==> src/rtl/serial_array_loader_pkg.sv <==
// serial_array_loader_pkg
//   Shared definitions for the serial array loader and the downstream
//   array-scan stage: array geometry and the loader FSM state encoding.
package serial_array_loader_pkg;

    localparam int N_WORDS = 9;    // words stored before the load is complete
    localparam int WORD_W  = 32;   // data bits per word
    localparam int ADDR_W  = 4;    // width of word addresses and the word count

    typedef enum logic [1:0] {
        IDLE   = 2'd0,
        DATA   = 2'd1,
        PARITY = 2'd2,
        DONE   = 2'd3
    } loader_state_t;

endpackage

==> src/rtl/serial_array_loader_regfile.sv <==
// loader_regfile
//   N_WORDS x WORD_W word storage for the serial array loader.
//   One synchronous write port, one combinational read port, synchronous
//   active-high reset that zeroes every location.
// Ports:
//   clk      : clock, rising edge
//   reset    : synchronous active-high reset
//   we       : write enable
//   wr_addr  : write address
//   wr_data  : write data
//   rd_addr  : read address; addresses >= N_WORDS read as zero
//   rd_data  : read data (combinational)
module loader_regfile
    import serial_array_loader_pkg::*;
#(
    parameter int N_WORDS = serial_array_loader_pkg::N_WORDS,
    parameter int WORD_W  = serial_array_loader_pkg::WORD_W
) (
    input  logic              clk,
    input  logic              reset,
    input  logic              we,
    input  logic [3:0]        wr_addr,
    input  logic [WORD_W-1:0] wr_data,
    input  logic [3:0]        rd_addr,
    output logic [WORD_W-1:0] rd_data
);

    localparam logic [3:0] LAST_ADDR = 4'(N_WORDS - 1);

    logic [WORD_W-1:0] mem [N_WORDS];

    always_ff @(posedge clk) begin
        if (reset) begin
            for (int i = 0; i < N_WORDS; i++) begin
                mem[i] <= '0;
            end
        end else if (we && (wr_addr <= LAST_ADDR)) begin
            mem[wr_addr] <= wr_data;
        end
    end

    // Out-of-range reads return zero so the scan stage can sweep the full
    // address space safely.
    assign rd_data = (rd_addr <= LAST_ADDR) ? mem[rd_addr] : '0;

endmodule

==> src/rtl/serial_array_loader.sv <==
// serial_array_loader
//   Receives framed serial words (start bit 1, WORD_W data bits LSB-first,
//   even parity bit; one bit per clk) and stores good words into
//   consecutive array locations until N_WORDS have been loaded.
//
//   state  | meaning
//   -------+-----------------------------------------------------------
//   IDLE   | waiting for a start bit (din == 1)
//   DATA   | shifting in data bits, bitcnt selects the bit position
//   PARITY | sampling the parity bit; write on pass, flag on fail
//   DONE   | N_WORDS stored; din ignored until clear
//
// Ports:
//   clk          : clock, rising edge
//   reset        : synchronous active-high reset (wins over clear)
//   din          : serial input, idles low
//   clear        : single-cycle re-arm/abort; memory is retained
//   rd_addr      : read index from the array-scan stage
//   rd_data      : word at rd_addr (two's complement), zero if out of range
//   words_loaded : number of words accepted since reset/clear
//   load_done    : high while all N_WORDS words are loaded
//   parity_err   : sticky, set when a frame fails parity
module serial_array_loader
    import serial_array_loader_pkg::*;
#(
    parameter int N_WORDS = serial_array_loader_pkg::N_WORDS,
    parameter int WORD_W  = serial_array_loader_pkg::WORD_W
) (
    input  logic              clk,
    input  logic              reset,
    input  logic              din,
    input  logic              clear,
    input  logic [3:0]        rd_addr,
    output logic [WORD_W-1:0] rd_data,
    output logic [3:0]        words_loaded,
    output logic              load_done,
    output logic              parity_err
);

    localparam int               CNT_W    = (WORD_W > 1) ? $clog2(WORD_W) : 1;
    localparam logic [CNT_W-1:0] LAST_BIT = CNT_W'(WORD_W - 1);
    localparam logic [3:0]       LAST_IDX = 4'(N_WORDS - 1);

    loader_state_t     state;
    loader_state_t     next_state;
    logic [CNT_W-1:0]  bitcnt;
    logic [WORD_W-1:0] shift_reg;
    logic              par_acc;
    logic              par_ok;
    logic              wr_en;

    // Even parity: data bits XOR parity bit must be zero.
    assign par_ok = ~(par_acc ^ din);

    always_ff @(posedge clk) begin
        if (reset) begin
            state <= IDLE;
        end else begin
            state <= next_state;
        end
    end

    always_comb begin
        next_state = state;
        wr_en      = 1'b0;
        case (state)
            IDLE: begin
                if (din) begin
                    next_state = DATA;
                end
            end
            DATA: begin
                if (bitcnt == LAST_BIT) begin
                    next_state = PARITY;
                end
            end
            PARITY: begin
                next_state = IDLE;
                if (par_ok) begin
                    wr_en = 1'b1;
                    if (words_loaded == LAST_IDX) begin
                        next_state = DONE;
                    end
                end
            end
            DONE: begin
                next_state = DONE;
            end
            default: begin
                next_state = IDLE;
            end
        endcase
        // clear aborts everything, including a write on a good parity sample.
        if (clear) begin
            next_state = IDLE;
            wr_en      = 1'b0;
        end
    end

    always_ff @(posedge clk) begin
        if (reset) begin
            bitcnt       <= '0;
            shift_reg    <= '0;
            par_acc      <= 1'b0;
            words_loaded <= '0;
            parity_err   <= 1'b0;
        end else if (clear) begin
            bitcnt       <= '0;
            shift_reg    <= '0;
            par_acc      <= 1'b0;
            words_loaded <= '0;
            parity_err   <= 1'b0;
        end else begin
            case (state)
                IDLE: begin
                    if (din) begin
                        bitcnt    <= '0;
                        shift_reg <= '0;
                        par_acc   <= 1'b0;
                    end
                end
                DATA: begin
                    shift_reg[bitcnt] <= din;
                    par_acc           <= par_acc ^ din;
                    if (bitcnt != LAST_BIT) begin
                        bitcnt <= bitcnt + 1'b1;
                    end
                end
                PARITY: begin
                    if (par_ok) begin
                        words_loaded <= words_loaded + 4'd1;
                    end else begin
                        parity_err <= 1'b1;
                    end
                end
                default: begin
                end
            endcase
        end
    end

    assign load_done = (state == DONE);

    loader_regfile #(
        .N_WORDS (N_WORDS),
        .WORD_W  (WORD_W)
    ) u_regfile (
        .clk     (clk),
        .reset   (reset),
        .we      (wr_en),
        .wr_addr (words_loaded),
        .wr_data (shift_reg),
        .rd_addr (rd_addr),
        .rd_data (rd_data)
    );

endmodule

==> config.mk <==
export PLATFORM = sky130hd
export DESIGN_NAME = serial_array_loader
export DESIGN_NICKNAME = d
export VERILOG_FILES = /design/src/rtl/serial_array_loader_pkg.sv /design/src/rtl/serial_array_loader_regfile.sv /design/src/rtl/serial_array_loader.sv
export SDC_FILE = /design/constraint.sdc
export NUM_CORES = 1
export LEC_CHECK = 0
export CORE_UTILIZATION = 59
export CTS_CLUSTER_DIAMETER = 30
export CTS_CLUSTER_SIZE = 20
export DETAILED_ROUTE_END_ITERATION = 6
export PLACE_DENSITY = 0.77
export SLEW_MARGIN = 20
export SYNTH_ARGS = -nofsm -noshare
export SYNTH_HDL_FRONTEND = slang
export SYNTH_SLANG_ARGS = --single-unit
==> constraint.sdc <==
create_clock -name clk -period 4 [get_ports clk]
set_input_delay 0.6 -clock clk [delete_from_list [all_inputs] [get_ports clk]]
set_output_delay 0.6 -clock clk [all_outputs]
set_load 0.01 [all_outputs]
==> impl_metrics.tcl <==
set metrics [dict create \
    final.setup_skew_ns 0.0202 \
    grt_pass1_vias 11107 \
    cts_made_buffers 56 \
    cts_buffer_depth 3 \
    final_util_pct 70.5 \
    m1WireLength_microns 15700 \
    arrival_ns 2.79 \
    wl_met2_microns 21000 \
    cp_top_family "buffers and inverters" \
    seq_area_sq_um 9550 \
    worstPathRequired_ns 3.40 \
    hold_violations 0 \
    rsz0062_at_grt "false" \
    synthArstFlopShare_pct 0 \
    clkSlewWorstSetupHoldPaths_ns 0.05 \
    nFillCells 1716 \
    drtIter0Drc 1416 \
    cts_resized 0 \
    min-delay-path-class "flop to flop" \
    synth_area_sq_um 15600 \
    antenna_cells 0 \
    fin_cells 1635 \
    path_max_fanout 52 \
    max_freq_mhz 295 \
    end_kind "primary output" \
    syn_inst 1233 \
    status "completed" \
    power-per-cell-area_nw_per_um2 505 \
    finalInstanceArea_sq_um 18400 \
    core_area_sq_um 26100 \
    ant_nets 0 \
    cts-root-buf "clkbuf_16" \
    drv_cap 0 \
    total_power_mw 9.28 \
    worstSetupPathType "primary input to primary output" \
    grt.overflow.total 0 \
    maxSlewHeadroom_pct 31.2 \
    vias 11092 \
    dp_hpwl_microns 22100 \
    firstDrtPassIters 5 \
    yosysWarnings 0 \
    multiInputGateArea_sq_um 5440 \
    top_layer "met4" \
    cts_htree_levels 2 \
    final_common_cell "edfxtp_1" \
    dieArea_sq_um 27200 \
    ys_seq_area_share_pct 61.1 \
    dieWidth_microns 165 \
    grt_usage_pct 32.3 \
    syn_to_final_growth_pct 17.5 \
    clk_latency_ns 0.57 \
    tritoncts "done" \
    period_minus_slack_ns 3.39 \
    p_leak_nw 6.10 \
    grt_pass1_wl_microns 64300 \
    maxSlewViolCount 0 \
    path_cells "buf_6, buf_4, mux4_2, nand2_1, a21oi_1, clkdlybuf4s50_1" \
    port-buffer-count 45 \
    largest_reg_flops 288 \
    final_cell_mix "edfxtp_1, nor3_1, a21oi_1, mux2i_1, and2_1" \
    cp-start-kind "primary input" \
    critPathBufInv 3 \
    placed_area_sq_um 16400 \
    syn_area_per_cell_sq_um 12.7 \
    drive_gt1_share_pct 16.0 \
    synth_fp_nets 1250 \
    post-cts-setup-buffer-count 0 \
    tightestPinTransition_ns 1.03 \
    drc_errors 0 \
    synth-seq-cells 333 \
    period_share_pct 84.7 \
    die_height_microns 165 \
    num_rows 59 \
    wl_per_cell_microns 26.0 \
    synth_edf_count 288 \
    synth_cell_types 45 \
    slowest_stage "mux4_2" \
    io-pin-count 46 \
    drt-vias-per-instance 6.78 \
    place.gp.congestion 0.814 \
    nets 1270 \
    crit_path_max_incr_delay_ns 0.57 \
    finalWirelength_microns 42500 \
    grt_max_degree 131 \
    routed-wl-met3_microns 4390 \
    clock-sinks 333 \
    holdBufCountCts 0 \
    max-vdd-ir-drop_v 0.000387 \
    ys.flop_type "edfxtp_1" \
    grt_antenna_before_repair 0 \
    setup_viol 0 \
    placed_cells 1530 \
    tns_ns 0 \
    start_util_pct 60.0 \
]
[worst reg2reg max path: cells and delay by family, from the launching register on]
kind,cells,cell delay (ns)
buffers and inverters,1,0.85
DFF,1,0.67
and+or+nand+nor,2,0.54
AOI/OAI and AO/OA,1,0.41
[worst paths after layout]
kind | cells after the start | slack [ns] | from | endpoint
hold reg to reg | 2 | 0.48 | parity_err | parity_err
setup reg to reg | 4 | 1.23 | state[0] | u_regfile.mem[5][19]
setup / recovery | 6 | 0.61 | rd_addr[0] | rd_data[20]
hold / removal | 2 | 0.48 | parity_err | parity_err
[layout make-up]
class	count	share of cell area [%]
Clock buffer	65	8.03
Sequential cell	333	52.0
Clock inverter	40	2.70
Tap cell	335	2.28
Inverter	41	0.838
Multi-Input combinational cell	736	29.6
Timing Repair Buffer	85	4.52
[report_power, final]
group | internal [mW] | leakage [nW] | switching [mW]
sequential | 3.86 | 3.34 | 0.0344
clock | 3.23 | 0.947 | 1.69
combinational | 0.185 | 1.82 | 0.274
[kinds of logic (layout without fill, tap and decap cells)]
kind of cell,Yosys count,after routing,synth area share [%]
AND/OR/NAND/NOR,435,435,16.2
XOR/XNOR,2,2,0.112
multiplexers,97,97,8.77
adder cells (fa/ha/maj),9,9,0.720
buffers and inverters,164,231,4.67
AO/OA/AOI/OAI,193,193,8.45
flip-flops,333,333,61.1
[metal layers]
metal	vias up	track usage, %
li1	4803	-
met1	5438	42.4
met2	734	52.5
met3	117	5.90
met4	0	14.3
met5	-	0
[per-stage QoR]
step                      setup slack (ns)  hold WS [ns]
final                                0.611         0.481
after global routing                 0.542         0.511
after CTS                            0.596         0.480
after floorplan                      0.279         0.486
after global placement               0.668         0.458
after detailed placement             0.645         0.468
[synthesized netlist by cell type, types with 8 or more instances]
library cell / number / share of area, %
and2_1: 64 / 2.6
clkbuf_1: 73 / 1.8
a21boi_0: 32 / 1.5
dfxtp_1: 45 / 5.8
nor4_2: 17 / 1.4
mux4_2: 32 / 4.6
buf_6: 11 / 0.79
nand3_1: 38 / 1.2
a21oi_1: 76 / 2.4
o211ai_1: 32 / 1.5
nor3_1: 162 / 5.2
edfxtp_1: 288 / 55
nor4_1: 45 / 1.8
buf_2: 25 / 0.80
o21ai_0: 8 / 0.26
buf_1: 14 / 0.34
inv_1: 41 / 0.98
nand2_1: 55 / 1.3
ha_1: 9 / 0.72
a221o_1: 32 / 2.0
mux2i_1: 65 / 4.2
No activity file was read; power rests on OpenSTA's default activity.
